### config.mk
export PLATFORM = sky130hd
export DESIGN_NAME = divisor_arbitro_flat
export DESIGN_NICKNAME = d
export VERILOG_FILES = /design/src/rtl/divisor_arbitro_pkg.sv /design/src/rtl/divisor_arbitro_if.sv /design/src/rtl/divisor_arbitro_rr.sv /design/src/rtl/divisor_arbitro.sv /design/src/flat_wrapper.sv
export SDC_FILE = /design/constraint.sdc
export NUM_CORES = 1
export LEC_CHECK = 0
export BUFFER_PORTS_ARGS = -buffer_cell sky130_fd_sc_hd__buf_4
export CORE_MARGIN = 2
export CORE_UTILIZATION = 55
export CTS_CLUSTER_SIZE = 24
export DETAILED_ROUTE_END_ITERATION = 10
export PLACE_DENSITY_LB_ADDON = 0.08
export SLEW_MARGIN = 25
export SYNTH_ARGS = -nofsm -noshare
export SYNTH_HDL_FRONTEND = slang
export SYNTH_SLANG_ARGS = --single-unit
export TNS_END_PERCENT = 1
### constraint.sdc
create_clock -name CLK -period 4.7 [get_ports CLK]
set_input_delay 0.94 -clock CLK [delete_from_list [all_inputs] [get_ports CLK]]
set_output_delay 0.94 -clock CLK [all_outputs]
set_load 0.01 [all_outputs]
### src/rtl/divisor_arbitro_pkg.sv
// Shared constants and tag-pipeline types for the shared-divider arbiter.
package divisor_pkg;
    localparam int unsigned TAMANYO_DEF = 32;
    localparam int unsigned N_REQ_DEF   = 4;
    localparam int unsigned LAT         = TAMANYO_DEF + 1;

    typedef logic [$clog2(N_REQ_DEF)-1:0] tag_t;

    typedef struct packed {
        logic                   valid;
        tag_t                   tag;
        logic                   dz;
        logic [TAMANYO_DEF-1:0] num;
    } etapa_t;
endpackage

### src/rtl/divisor_arbitro_if.sv
// Signal bundle between the clients, the pipelined divider and the arbiter.
interface divisor_arbitro_if #(
    parameter int unsigned tamanyo = divisor_pkg::TAMANYO_DEF,
    parameter int unsigned N_REQ   = divisor_pkg::N_REQ_DEF
);
    logic [N_REQ-1:0]         req_valid;
    logic [N_REQ-1:0]         req_ready;
    logic [N_REQ*tamanyo-1:0] req_num;
    logic [N_REQ*tamanyo-1:0] req_den;
    logic [N_REQ-1:0]         rsp_valid;
    logic [N_REQ-1:0]         rsp_ready;
    logic [N_REQ*tamanyo-1:0] rsp_coc;
    logic [N_REQ*tamanyo-1:0] rsp_res;
    logic [N_REQ-1:0]         rsp_dz;
    logic                     div_start;
    logic [tamanyo-1:0]       div_num;
    logic [tamanyo-1:0]       div_den;
    logic                     div_done;
    logic [tamanyo-1:0]       div_coc;
    logic [tamanyo-1:0]       div_res;
    logic                     err_sync;

    modport master (
        output req_valid, req_num, req_den, rsp_ready, div_done, div_coc, div_res,
        input  req_ready, rsp_valid, rsp_coc, rsp_res, rsp_dz,
               div_start, div_num, div_den, err_sync
    );

    modport slave (
        input  req_valid, req_num, req_den, rsp_ready, div_done, div_coc, div_res,
        output req_ready, rsp_valid, rsp_coc, rsp_res, rsp_dz,
               div_start, div_num, div_den, err_sync
    );
endinterface

### src/rtl/divisor_arbitro_rr.sv
// Round-robin grant: first eligible requester at or after ptr, cyclically.
module arbitro_rr #(
    parameter int unsigned N_REQ = 4,
    localparam int unsigned PW   = $clog2(N_REQ)
) (
    input  logic [N_REQ-1:0] elig,
    input  logic [PW-1:0]    ptr,
    output logic [N_REQ-1:0] grant,
    output logic [PW-1:0]    grant_idx,
    output logic             hay,
    output logic [PW-1:0]    ptr_sig
);
    logic [PW-1:0] idx;

    always_comb begin
        grant     = '0;
        grant_idx = '0;
        hay       = 1'b0;
        idx       = '0;
        for (int unsigned i = 0; i < N_REQ; i++) begin
            idx = PW'((32'(ptr) + i) % N_REQ);
            if (!hay && elig[idx]) begin
                hay        = 1'b1;
                grant_idx  = idx;
                grant[idx] = 1'b1;
            end
        end
        ptr_sig = hay ? PW'((32'(grant_idx) + 1) % N_REQ) : ptr;
    end
endmodule

### src/rtl/divisor_arbitro.sv
// Shares one pipelined signed divider among N_REQ requesters: round-robin issue,
// tag pipeline aligned to the divider latency, per-requester response holding registers.
module divisor_arbitro #(
    parameter int unsigned tamanyo = divisor_pkg::TAMANYO_DEF,
    parameter int unsigned N_REQ   = divisor_pkg::N_REQ_DEF,
    parameter int unsigned LAT     = tamanyo + 1
) (
    input logic              CLK,
    input logic              RSTa,
    divisor_arbitro_if.slave bus
);
    localparam int unsigned PW = $clog2(N_REQ);

    typedef struct packed {
        logic               valid;
        logic [PW-1:0]      tag;
        logic               dz;
        logic [tamanyo-1:0] num;
    } etapa_l_t;

    etapa_l_t           etapa [LAT];
    etapa_l_t           entrada;
    etapa_l_t           cola;
    logic [N_REQ-1:0]   busy, elig, grant, rsp_valid_q, rsp_dz_q;
    logic [tamanyo-1:0] coc_q [N_REQ];
    logic [tamanyo-1:0] res_q [N_REQ];
    logic [PW-1:0]      ptr, ptr_sig, g_idx;
    logic [tamanyo-1:0] num_g, den_g;
    logic               hay, err_q, llega, fallo;

    // Gated by RSTa so req_ready/div_start also read 0 while reset is held.
    assign elig = bus.req_valid & ~busy & {N_REQ{RSTa}};

    arbitro_rr #(.N_REQ(N_REQ)) u_rr (
        .elig      (elig),
        .ptr       (ptr),
        .grant     (grant),
        .grant_idx (g_idx),
        .hay       (hay),
        .ptr_sig   (ptr_sig)
    );

    always_comb begin
        num_g         = bus.req_num[32'(g_idx)*tamanyo +: tamanyo];
        den_g         = bus.req_den[32'(g_idx)*tamanyo +: tamanyo];
        entrada.valid = hay;
        entrada.tag   = g_idx;
        entrada.dz    = (den_g == '0);
        entrada.num   = num_g;
    end

    assign bus.req_ready = grant;
    assign bus.div_start = hay;
    assign bus.div_num   = hay ? num_g : '0;
    assign bus.div_den   = hay ? den_g : '0;

    assign cola  = etapa[LAT-1];
    assign llega = cola.valid & bus.div_done;
    assign fallo = cola.valid ^ bus.div_done;

    always_ff @(posedge CLK or negedge RSTa) begin
        if (!RSTa) begin
            for (int unsigned i = 0; i < LAT; i++) etapa[i] <= '0;
        end else begin
            etapa[0] <= entrada;
            for (int unsigned i = 1; i < LAT; i++) etapa[i] <= etapa[i-1];
        end
    end

    // Issue, consume and tail events never target the same requester in one cycle.
    always_ff @(posedge CLK or negedge RSTa) begin
        if (!RSTa) begin
            busy        <= '0;
            rsp_valid_q <= '0;
            rsp_dz_q    <= '0;
            ptr         <= '0;
            err_q       <= 1'b0;
            for (int unsigned k = 0; k < N_REQ; k++) begin
                coc_q[k] <= '0;
                res_q[k] <= '0;
            end
        end else begin
            ptr <= ptr_sig;
            if (fallo) err_q <= 1'b1;
            for (int unsigned k = 0; k < N_REQ; k++) begin
                if (grant[k]) busy[k] <= 1'b1;
                if (rsp_valid_q[k] && bus.rsp_ready[k]) begin
                    rsp_valid_q[k] <= 1'b0;
                    busy[k]        <= 1'b0;
                end
                if (cola.tag == PW'(k)) begin
                    if (fallo && cola.valid) busy[k] <= 1'b0;
                    if (llega) begin
                        rsp_valid_q[k] <= 1'b1;
                        rsp_dz_q[k]    <= cola.dz;
                        coc_q[k]       <= cola.dz ? '1 : bus.div_coc;
                        res_q[k]       <= cola.dz ? cola.num : bus.div_res;
                    end
                end
            end
        end
    end

    for (genvar k = 0; k < N_REQ; k++) begin : g_rsp
        assign bus.rsp_coc[k*tamanyo +: tamanyo] = coc_q[k];
        assign bus.rsp_res[k*tamanyo +: tamanyo] = res_q[k];
    end

    assign bus.rsp_valid = rsp_valid_q;
    assign bus.rsp_dz    = rsp_dz_q;
    assign bus.err_sync  = err_q;
endmodule

### src/flat_wrapper.sv
// flat-port wrapper written by rule: the top's interface ports become plain ports
module divisor_arbitro_flat 
#(
    parameter int unsigned tamanyo = divisor_pkg::TAMANYO_DEF,
    parameter int unsigned N_REQ   = divisor_pkg::N_REQ_DEF,
    parameter int unsigned LAT     = tamanyo + 1
)
  (CLK, RSTa, bus_req_valid, bus_req_num, bus_req_den, bus_rsp_ready, bus_div_done, bus_div_coc, bus_div_res, bus_req_ready, bus_rsp_valid, bus_rsp_coc, bus_rsp_res, bus_rsp_dz, bus_div_start, bus_div_num, bus_div_den, bus_err_sync);
  divisor_arbitro_if #(.tamanyo(tamanyo), .N_REQ(N_REQ)) bus_i ();
  input logic CLK;
  input logic RSTa;
  input wire logic [$bits(bus_i.req_valid)-1:0] bus_req_valid;
  input wire logic [$bits(bus_i.req_num)-1:0] bus_req_num;
  input wire logic [$bits(bus_i.req_den)-1:0] bus_req_den;
  input wire logic [$bits(bus_i.rsp_ready)-1:0] bus_rsp_ready;
  input wire logic [$bits(bus_i.div_done)-1:0] bus_div_done;
  input wire logic [$bits(bus_i.div_coc)-1:0] bus_div_coc;
  input wire logic [$bits(bus_i.div_res)-1:0] bus_div_res;
  output wire logic [$bits(bus_i.req_ready)-1:0] bus_req_ready;
  output wire logic [$bits(bus_i.rsp_valid)-1:0] bus_rsp_valid;
  output wire logic [$bits(bus_i.rsp_coc)-1:0] bus_rsp_coc;
  output wire logic [$bits(bus_i.rsp_res)-1:0] bus_rsp_res;
  output wire logic [$bits(bus_i.rsp_dz)-1:0] bus_rsp_dz;
  output wire logic [$bits(bus_i.div_start)-1:0] bus_div_start;
  output wire logic [$bits(bus_i.div_num)-1:0] bus_div_num;
  output wire logic [$bits(bus_i.div_den)-1:0] bus_div_den;
  output wire logic [$bits(bus_i.err_sync)-1:0] bus_err_sync;
  assign bus_i.req_valid = bus_req_valid;
  assign bus_i.req_num = bus_req_num;
  assign bus_i.req_den = bus_req_den;
  assign bus_i.rsp_ready = bus_rsp_ready;
  assign bus_i.div_done = bus_div_done;
  assign bus_i.div_coc = bus_div_coc;
  assign bus_i.div_res = bus_div_res;
  assign bus_req_ready = bus_i.req_ready;
  assign bus_rsp_valid = bus_i.rsp_valid;
  assign bus_rsp_coc = bus_i.rsp_coc;
  assign bus_rsp_res = bus_i.rsp_res;
  assign bus_rsp_dz = bus_i.rsp_dz;
  assign bus_div_start = bus_i.div_start;
  assign bus_div_num = bus_i.div_num;
  assign bus_div_den = bus_i.div_den;
  assign bus_err_sync = bus_i.err_sync;
  divisor_arbitro #(.tamanyo(tamanyo), .N_REQ(N_REQ), .LAT(LAT)) u_core (.CLK(CLK), .RSTa(RSTa), .bus(bus_i));
endmodule
==> results of run 1 <==
==> repair_timing <==
action | 4_1_cts | 5_1_grt
endpoints found under the setup margin | 64 | 18
setup buffers | 3 | 1
resized for setup | 8 | 12
pin swaps | 2 | 2
==> critical path: stages, from the launching register on <==
cell                        delay, ns
sky130_fd_sc_hd__dfrtp_1         0.45
sky130_fd_sc_hd__inv_1           0.11
sky130_fd_sc_hd__ha_1            0.37
sky130_fd_sc_hd__nand2b_1        0.21
sky130_fd_sc_hd__a21oi_2         0.19
sky130_fd_sc_hd__o211ai_1        0.21
sky130_fd_sc_hd__a211oi_4        0.28
sky130_fd_sc_hd__buf_4           0.19
sky130_fd_sc_hd__buf_6           0.23
sky130_fd_sc_hd__a2111oi_0       0.11
sky130_fd_sc_hd__buf_4           0.15
sky130_fd_sc_hd__a211oi_1        0.30
sky130_fd_sc_hd__buf_4           0.19
==> per-stage QoR <==
stage               std cells  area (um2)  worst slack, ns  setup TNS, ns  utilization, %
finish                   4517       54610          0.05094              0           69.46
global route             4511       54590         -0.07231        -0.1610           69.44
CTS                      4497       54410          0.01374              0           69.22
detailed placement       4255       49820          0.07945              0           63.37
global placement         4255       49820          0.01143              0           63.37
floorplan                2609       43460           0.9975              0               -
==> final timing paths <==
path	slack, ns	to
max in group asynchronous	2.11	u_core.bus.rsp_coc[49]
min in group CLK	0.33	u_core.cola[23]
hold reg to reg	0.33	u_core.cola[23]
setup / recovery	0.05	bus_div_den[22]
hold / removal	0.05	u_core.ptr[1]
setup reg to reg	1.53	u_core.bus.rsp_res[119]
==> kinds of logic (layout without fill, tap and decap cells) <==
kind of cell,after synthesis,after routing,share of synthesized area [%]
fa+ha+maj,10,10,0.2879
xor+xnor,1,1,0.02016
compound gates,457,457,7.168
flops,1459,1459,84.01
other cells,0,16,0
mux,102,102,2.361
simple gates,444,444,4.704
buf+inv,136,978,1.454
==> power groups by stage <==
stage | registers [uW] | logic [uW] | clock network [uW]
floorplan | 20400 | 2960 | 0
global placement | 20300 | 7390 | 0
detailed placement | 21000 | 7550 | 0
CTS | 21600 | 8040 | 11500
global route | 22000 | 8660 | 12200
finish | 21700 | 8300 | 11500
==> per-layer routing <==
| metal | share of wire [%] | up-vias | track usage (%) |
|---|---|---|---|
| met5 | 0.15 | - | 0.6395 |
| met1 | 34 | 13830 | 41.25 |
| met4 | 6.7 | 22 | 18.15 |
| met2 | 50 | 2116 | 60.07 |
| li1 | - | 10350 | - |
| met3 | 10 | 646 | 11.92 |
==> cell usage after synthesis (10+ instances only) <==
master	instances
sky130_fd_sc_hd__a221oi_2	30
sky130_fd_sc_hd__buf_6	11
sky130_fd_sc_hd__nand2_1	207
sky130_fd_sc_hd__o21ai_0	197
sky130_fd_sc_hd__clkbuf_1	84
sky130_fd_sc_hd__mux2i_1	98
sky130_fd_sc_hd__nor2_1	103
sky130_fd_sc_hd__a2111oi_0	33
sky130_fd_sc_hd__buf_2	25
sky130_fd_sc_hd__dfrtp_1	1459
sky130_fd_sc_hd__a211oi_1	38
sky130_fd_sc_hd__a21oi_1	109
sky130_fd_sc_hd__nor4_1	32
sky130_fd_sc_hd__ha_1	10
sky130_fd_sc_hd__and3_1	64
sky130_fd_sc_hd__a211oi_2	28
==> flip-flops by register name, indices dropped and copies added (netlist names) <==
register and flops:
u_core.busy 4, u_core.bus.rsp_dz 4, u_core.cola 36, u_core.etapa 1152
u_core.bus.rsp_coc 128, u_core.bus.rsp_res 128, u_core.bus.rsp_valid 4, u_core.bus.err_sync 1
u_core.ptr 2
==> layout make-up <==
type / count / area [um2]
Multi-Input combinational cell: 1014 / 6431
Antenna cell: 16 / 40.04
Sequential cell: 1459 / 36510
Timing Repair Buffer: 727 / 5717
Clock buffer: 186 / 3923
Clock inverter: 53 / 621.8
Tap cell: 1050 / 1314
Inverter: 12 / 47.55
Fill cell: 4428 / 24010
==> out/qor.log, run 1 <==
[outcome] run status finished, final reports clean
[detailed_routing] post-detailed-route count of antenna-violating nets 0
[timing] unrepaired setup endpoints after global routing true
[critical_path] beginning of the worst register-to-register path u_core.cola[35]
[detailed_routing] number of vias per cell 5.970
[floorplan] core region area 78610 um2
[floorplan] starting density of the core 55.29%
[power_and_ir_drop] Worst IR Drop VDD 398.9 uV
[power_and_ir_drop] switching power share of the total 32.22%
[critical_path] WP data arrival 3.71 ns
[logic_synthesis] synthesized area divided by synthesized cell count 16.66 um2
[logic_synthesis] top_reg_cell synth sky130_fd_sc_hd__dfrtp_1
[finish] Area Growth Syn to Fin 25.64%
[detailed_routing] mean routed wirelength per cell 32.38 um
[power_and_ir_drop] switching power of the nets 13370 uW
[floorplan] die height 285.1 um
[clocking] clock transition time at the flip-flop clock pins of the worst setup and hold paths 0.06 ns
[timing] Worst Tran Pin Value 1.106 ns
[logic_synthesis] library cell with the largest summed area after synthesis sky130_fd_sc_hd__dfrtp_1
[power_and_ir_drop] Gate power share 20.0%
[clocking] clk root buf sky130_fd_sc_hd__clkbuf_16
[clocking] Clock Tree Buf Depth 3
[floorplan] DIE AREA 81280 um2
[logic_synthesis] Ys Warns 0
[power_and_ir_drop] power per unit of standard cell area 759.8 nW/um2
[logic_synthesis] count of flip-flops with a built-in enable after synthesis 0
[clocking] clock tree from TritonCTS yes
[logic_synthesis] Mapped Area 43460 um2
[critical_path] CP endpoint kind primary output
[timing] Slew headroom 25.61%
[place] Final Wtd Congestion 0.9455
[critical_path] critical path data required time 3.76 ns
[logic_synthesis] fraction of the yosys area taken by sequential cells 84.01%
[global_route] wire length of the first global-routing pass 209.0 mm
[finish] layout cell share with drive strength beyond 1 30.02%
[clocking] hold buffers post-CTS 0
[detailed_routing] DRC 0
[global_route] initial antenna violation count 25
[detailed_routing] via count of the routed design 26970
[timing] post-route clock skew 0.03862 ns
[logic_synthesis] synthesized flop and latch total 1459
[detailed_routing] number of iterations in the first detailed-routing pass 9
[job] number of violations of the max-capacitance limit 0
[critical_path] type of element launching the critical path flop
[floorplan] x dimension of the die 285.1 um
[place] estimated wirelength of the detail-placed design 78.71 mm
[critical_path] type of the worst setup path reg2out
[global_route] via count of the first global-routing pass 29520
[power_and_ir_drop] share of total power in sequential cells 52.2%
[global_route] maximum number of pins on one net before global-route repair 179
[floorplan] Ports 665
[logic_synthesis] Async S/R FF share, synth 100.0%
[power_and_ir_drop] overall power 41490 uW
[critical_path] critical-path maximum fanout 21
[finish] most frequent cells in the layout sky130_fd_sc_hd__dfrtp_1, sky130_fd_sc_hd__buf_4, sky130_fd_sc_hd__nand2_1
[logic_synthesis] syn_nets 2950
[global_route] total congestion overflow 0
[power_and_ir_drop] cell-internal power 28120 uW
[logic_synthesis] area share of the largest cell type after synthesis 84.01%
[logic_synthesis] top post-synthesis cells by area sky130_fd_sc_hd__dfrtp_1, sky130_fd_sc_hd__o21ai_0, sky130_fd_sc_hd__mux2i_1
[timing] final critical-path required period 4.649 ns
[timing] final hold vios 0
[logic_synthesis] gate count after technology mapping 2609
[timing] highest achievable clock rate 215.1 MHz
[finish] commonest non-fill, non-tap cell in the layout sky130_fd_sc_hd__dfrtp_1
[clocking] number of buffers inserted during clock tree synthesis 132
[power_and_ir_drop] leakage power summed over all cells 0.02544 uW
[timing] Final Max Slew Viols 0
[hold_path] HP Class in2async
[logic_synthesis] Distinct cells, synth 52
[critical_path] startpoint of the most critical setup path u_core.ptr[0]
[timing] final worst-path cycle share 98.92%
[clocking] count of H-tree levels built during CTS 4
[place] IO Port Bufs 664
[detailed_routing] aggregate routed wire length 146.2 mm
[clocking] Clock Sinks 1459
[clocking] clock latency of the later-clocked register in the worst-skew pair 0.75 ns
[critical_path] Worst Reg2Reg Path Length in Cells 4
[finish] net total in the final layout 3687
[timing] Setup Viol. Count Final 0
[timing] worst hold slack across all endpoints 0.05129 ns
[global_route] aggregate global-route resource usage 35.80%
[detailed_routing] Starting DRT DRC Count 3052
[power_and_ir_drop] part of the total power dissipated in the clock network 27.8%
[floorplan] number of rows in the core area 103
Power figures use the tool's default switching activity.
==> run 2, diff against run 1 <==
ABC_AREA = 1   (was not set)
GPL_ROUTABILITY_DRIVEN = 1   (was not set)
==> out/qor.log, run 2 <==
[place] estimated wirelength of the detail-placed design 66.76 mm [-15%]
[critical_path] CP max stage delay 0.45 ns [about the same]
[logic_synthesis] fraction of the yosys area taken by sequential cells 82.81% [-1.2 points]
[logic_synthesis] Ys Warns 0 [unchanged]
[timing] final worst-path cycle share 97.79% [-1.1 points]
[finish] commonest non-fill, non-tap cell in the layout sky130_fd_sc_hd__dfrtp_1
[power_and_ir_drop] share of total power in sequential cells 44.8% [-7.4 points]
[logic_synthesis] synthesized flop and latch total 1459 [unchanged]
[finish] # fillers 4970 [+12%]
[job] number of violations of the max-capacitance limit 0 [unchanged]
[timing] Worst Tran Pin Value 1.105 ns [-0.0003625 ns]
[critical_path] critical path data required time 3.76 ns [about the same]
[timing] TNS Setup 0 ns [unchanged]
[global_route] via count of the first global-routing pass 28110 [-4.8%]
[logic_synthesis] library cell with the largest summed area after synthesis sky130_fd_sc_hd__dfrtp_1
[finish] net total in the final layout 4212 [+14%]
[detailed_routing] number of iterations in the first detailed-routing pass 5 [-4]
[floorplan] number of rows in the core area 103 [unchanged]
[power_and_ir_drop] switching power share of the total 35.06% [+2.8 points]
[power_and_ir_drop] cell-internal power 31290 uW [+11%]
[floorplan] die height 287.1 um [+0.71%]
[power_and_ir_drop] Gate power share 31.9% [+12 points]
[critical_path] type of the worst setup path reg2out
[critical_path] beginning of the worst register-to-register path u_core.ptr[1]
[power_and_ir_drop] overall power 48190 uW [+16%]
[critical_path] CP endpoint kind primary output
[logic_synthesis] top_reg_cell synth sky130_fd_sc_hd__dfrtp_1
[hold_path] HP Class in2async
[finish] Area Growth Syn to Fin 25.26%
[logic_synthesis] most frequent cell after synthesis sky130_fd_sc_hd__dfrtp_1
[critical_path] critical-path maximum fanout 28 [+33%]
[detailed_routing] number of vias per cell 5.151 [-14%]
[clocking] count of H-tree levels built during CTS 4 [unchanged]
[place] Final Wtd Congestion 0.9290 [-1.7%]
[detailed_routing] mean routed wirelength per cell 23.00 um [-29%]
[timing] worst hold slack across all endpoints 0.2448 ns [+0.1936 ns]
[power_and_ir_drop] leakage power summed over all cells 0.02746 uW [+7.9%]
[clocking] Clock Tree Buf Depth 3 [unchanged]
[clocking] clk root buf sky130_fd_sc_hd__clkbuf_16
[floorplan] x dimension of the die 287.1 um [+0.71%]
[detailed_routing] Starting DRT DRC Count 2142 [-30%]
[critical_path] list of cells traversed by the critical path clkinvlp_4 > ha_1 > inv_1 > nand3_1 > nand2_4 > nand3_2 > nor2_4 > nor2_1 > nor2_4 > bufbuf_16 > nand3_1 > a21oi_1 > buf_4
[logic_synthesis] count of flip-flops with a built-in enable after synthesis 0 [unchanged]
[global_route] total congestion overflow 0 [unchanged]
[logic_synthesis] Async S/R FF share, synth 100.0% [unchanged]
[power_and_ir_drop] switching power of the nets 16900 uW [+26%]
[critical_path] WP data arrival 3.66 ns [-0.05 ns]
[clocking] clock latency of the later-clocked register in the worst-skew pair 0.71 ns [-0.04 ns]
[logic_synthesis] gate count after technology mapping 3126 [+20%]
[timing] final critical-path required period 4.596 ns [-0.05294 ns]
[timing] unrepaired setup endpoints after global routing true
[finish] flip-flop count of the largest register after layout 1152 [unchanged]
[critical_path] critical-path cell with the highest stage delay sky130_fd_sc_hd__dfrtp_2
[timing] post-route clock skew 0.03209 ns [-0.006526 ns]
[critical_path] reg-to-reg setup timing slack 1.45 ns [-0.08 ns]
[logic_synthesis] top post-synthesis cells by area sky130_fd_sc_hd__dfrtp_1, sky130_fd_sc_hd__nand2_1, sky130_fd_sc_hd__mux2_2
[global_route] maximum number of pins on one net before global-route repair 205 [+15%]
[finish] final cell count without fillers 5030 [+11%]
[logic_synthesis] syn_nets 3467 [+18%]
[timing] Slew headroom 26.31% [+0.70 points]
[logic_synthesis] area share of the largest cell type after synthesis 82.81% [-1.2 points]
[place] Worst Setup Slack post-DPL 0.5430 ns [+0.4635 ns]
[clocking] clock tree from TritonCTS yes
[floorplan] DIE AREA 82440 um2 [+1.4%]
[timing] highest achievable clock rate 217.6 MHz [+1.2%]
[timing] Final Max Slew Viols 0 [unchanged]
[timing] final hold vios 0 [unchanged]
[logic_synthesis] top cells by count, synth sky130_fd_sc_hd__dfrtp_1, sky130_fd_sc_hd__nand2_1, sky130_fd_sc_hd__nor2_1
[power_and_ir_drop] part of the total power dissipated in the clock network 23.3% [-4.5 points]
[critical_path] Crit Reg-Reg Endpoint u_core.etapa[1184]
[global_route] aggregate global-route resource usage 28.21% [-7.6 points]
[finish] most frequent cells in the layout sky130_fd_sc_hd__dfrtp_1, sky130_fd_sc_hd__nand2_1, sky130_fd_sc_hd__buf_4
[detailed_routing] aggregate routed wire length 115.7 mm [-21%]
[detailed_routing] via count of the routed design 25910 [-3.9%]
[clocking] Clock Sinks 1459 [unchanged]
[floorplan] starting density of the core 55.72% [+0.43 points]
[logic_synthesis] Distinct cells, synth 33 [-37%]
[global_route] initial antenna violation count 15 [-40%]
[global_route] wire length of the first global-routing pass 172.7 mm [-17%]
[outcome] run status finished, final reports clean
[clocking] number of buffers inserted during clock tree synthesis 134 [+1.5%]
[power_and_ir_drop] Worst IR Drop VDD 968.8 uV [+140%]
[floorplan] Ports 665 [unchanged]
[critical_path] Worst Reg2Reg Path Length in Cells 18 [+14]
[timing] least setup slack across all paths after layout 0.1039 ns [+0.05294 ns]
[critical_path] type of element launching the critical path flop
[power_and_ir_drop] power per unit of standard cell area 872.6 nW/um2 [+15%]
[floorplan] core region area 79130 um2 [+0.66%]
[critical_path] largest delay contributor family on the critical path simple AND/OR/NAND/NOR gates
[detailed_routing] DRC 0 [unchanged]
[detailed_routing] post-detailed-route count of antenna-violating nets 0 [unchanged]
[finish] layout cell share with drive strength beyond 1 26.63% [-3.4 points]
[place] IO Port Bufs 664 [unchanged]
[place] count of placed standard cells including taps 4770 [+12%]
[clocking] clock transition time at the flip-flop clock pins of the worst setup and hold paths 0.10 ns [+0.04 ns]
[logic_synthesis] synthesized area divided by synthesized cell count 14.10 um2 [-15%]
[logic_synthesis] Mapped Area 44090 um2 [+1.4%]
[timing] Setup Viol. Count Final 0 [unchanged]
[finish] Most flops, register u_core.etapa
[critical_path] Buf+Inv Stages, Crit Path 4 [-1]
## run 2: per-stage QoR
| stage | utilization [%] | instance area (um2) |
|---|---|---|
| after floorplan | - | 44090 |
| final | 69.79 | 55230 |
| after global routing | 69.79 | 55220 |
| after detailed placement | 63.66 | 50370 |
| after CTS | 69.48 | 54980 |
| after global placement | 63.66 | 50370 |
## run 2: worst max-delay path by stage
stage,startpoint,to,cells after the start
after floorplan,RSTa,bus_div_num[21],15
final,u_core.ptr[1],bus_div_den[3],13
after detailed placement,RSTa,bus_div_den[5],13
after global placement,RSTa,bus_div_num[12],14
after global routing,u_core.ptr[1],bus_div_num[28],14
after CTS,u_core.ptr[1],bus_div_den[23],13
## run 2: what timing repair did
action                                  in CTS  in global routing
hold endpoints to repair                     1                  0
setup buffers                                2                  4
gates cloned                                 2                  0
hold buffers                                 1                  0
pin swaps                                    2                  3
endpoints found under the setup margin      64                 64
resized for setup                            4                  8
## run 2: cell type report
cell class | instances | area, um2 | share of cell area (%)
clock inverters | 50 | 723.2 | 1.310
clock buffers | 184 | 3792 | 6.867
diodes | 11 | 27.53 | 0.04984
inverters | 157 | 596.8 | 1.081
multi-input cells | 1402 | 6535 | 11.83
flip-flops and latches | 1459 | 36510 | 66.12
well taps | 1050 | 1314 | 2.379
repair buffers | 717 | 5724 | 10.37
## run 2: power groups by stage
stage	combinational, uW	sequential [uW]	clock (uW)
after floorplan	7650	20600	0
after global placement	14700	20500	0
after detailed placement	14900	21300	0
after CTS	15300	21600	11400
after global routing	16800	22100	12000
final	15400	21600	11200
## run 2: kinds of logic (layout without fill, tap and decap cells)
logic type	after synthesis	in the layout	synth area share, %
AO/OA/AOI/OAI	185	186	2.316
other	0	11	0
AND/OR/NAND/NOR	1142	1142	10.38
multiplexers	64	64	1.635
adder cells (fa/ha/maj)	10	10	0.2838
flip-flops	1459	1459	82.81
buffers and inverters	266	1108	2.574
## run 2: routing by layer
metal	vias to the layer above	track usage [%]	wire length (um)
met5	-	0	13
met3	219	5.968	8036
met4	2	10.85	3965
li1	11240	-	-
met2	1214	48.85	61550
met1	13230	35.07	42120
## run 2: worst reg2reg max path, cell delays in order, from the launching register on
cell                         delay, ns
sky130_fd_sc_hd__dfrtp_2          0.45
sky130_fd_sc_hd__clkinvlp_4       0.14
sky130_fd_sc_hd__ha_1             0.36
sky130_fd_sc_hd__inv_1            0.16
sky130_fd_sc_hd__nand3_1          0.15
sky130_fd_sc_hd__nand2_4          0.16
sky130_fd_sc_hd__inv_1            0.08
sky130_fd_sc_hd__nand2_1          0.14
sky130_fd_sc_hd__nand3_1          0.18
sky130_fd_sc_hd__nand2_4          0.29
sky130_fd_sc_hd__buf_12           0.24
sky130_fd_sc_hd__nand2_1          0.09
sky130_fd_sc_hd__nand3_1          0.10
sky130_fd_sc_hd__nand2_1          0.12
sky130_fd_sc_hd__nor2_1           0.12
sky130_fd_sc_hd__nand2_1          0.05
sky130_fd_sc_hd__nor2_1           0.13
sky130_fd_sc_hd__nand2_1          0.07
sky130_fd_sc_hd__nor2_1           0.13
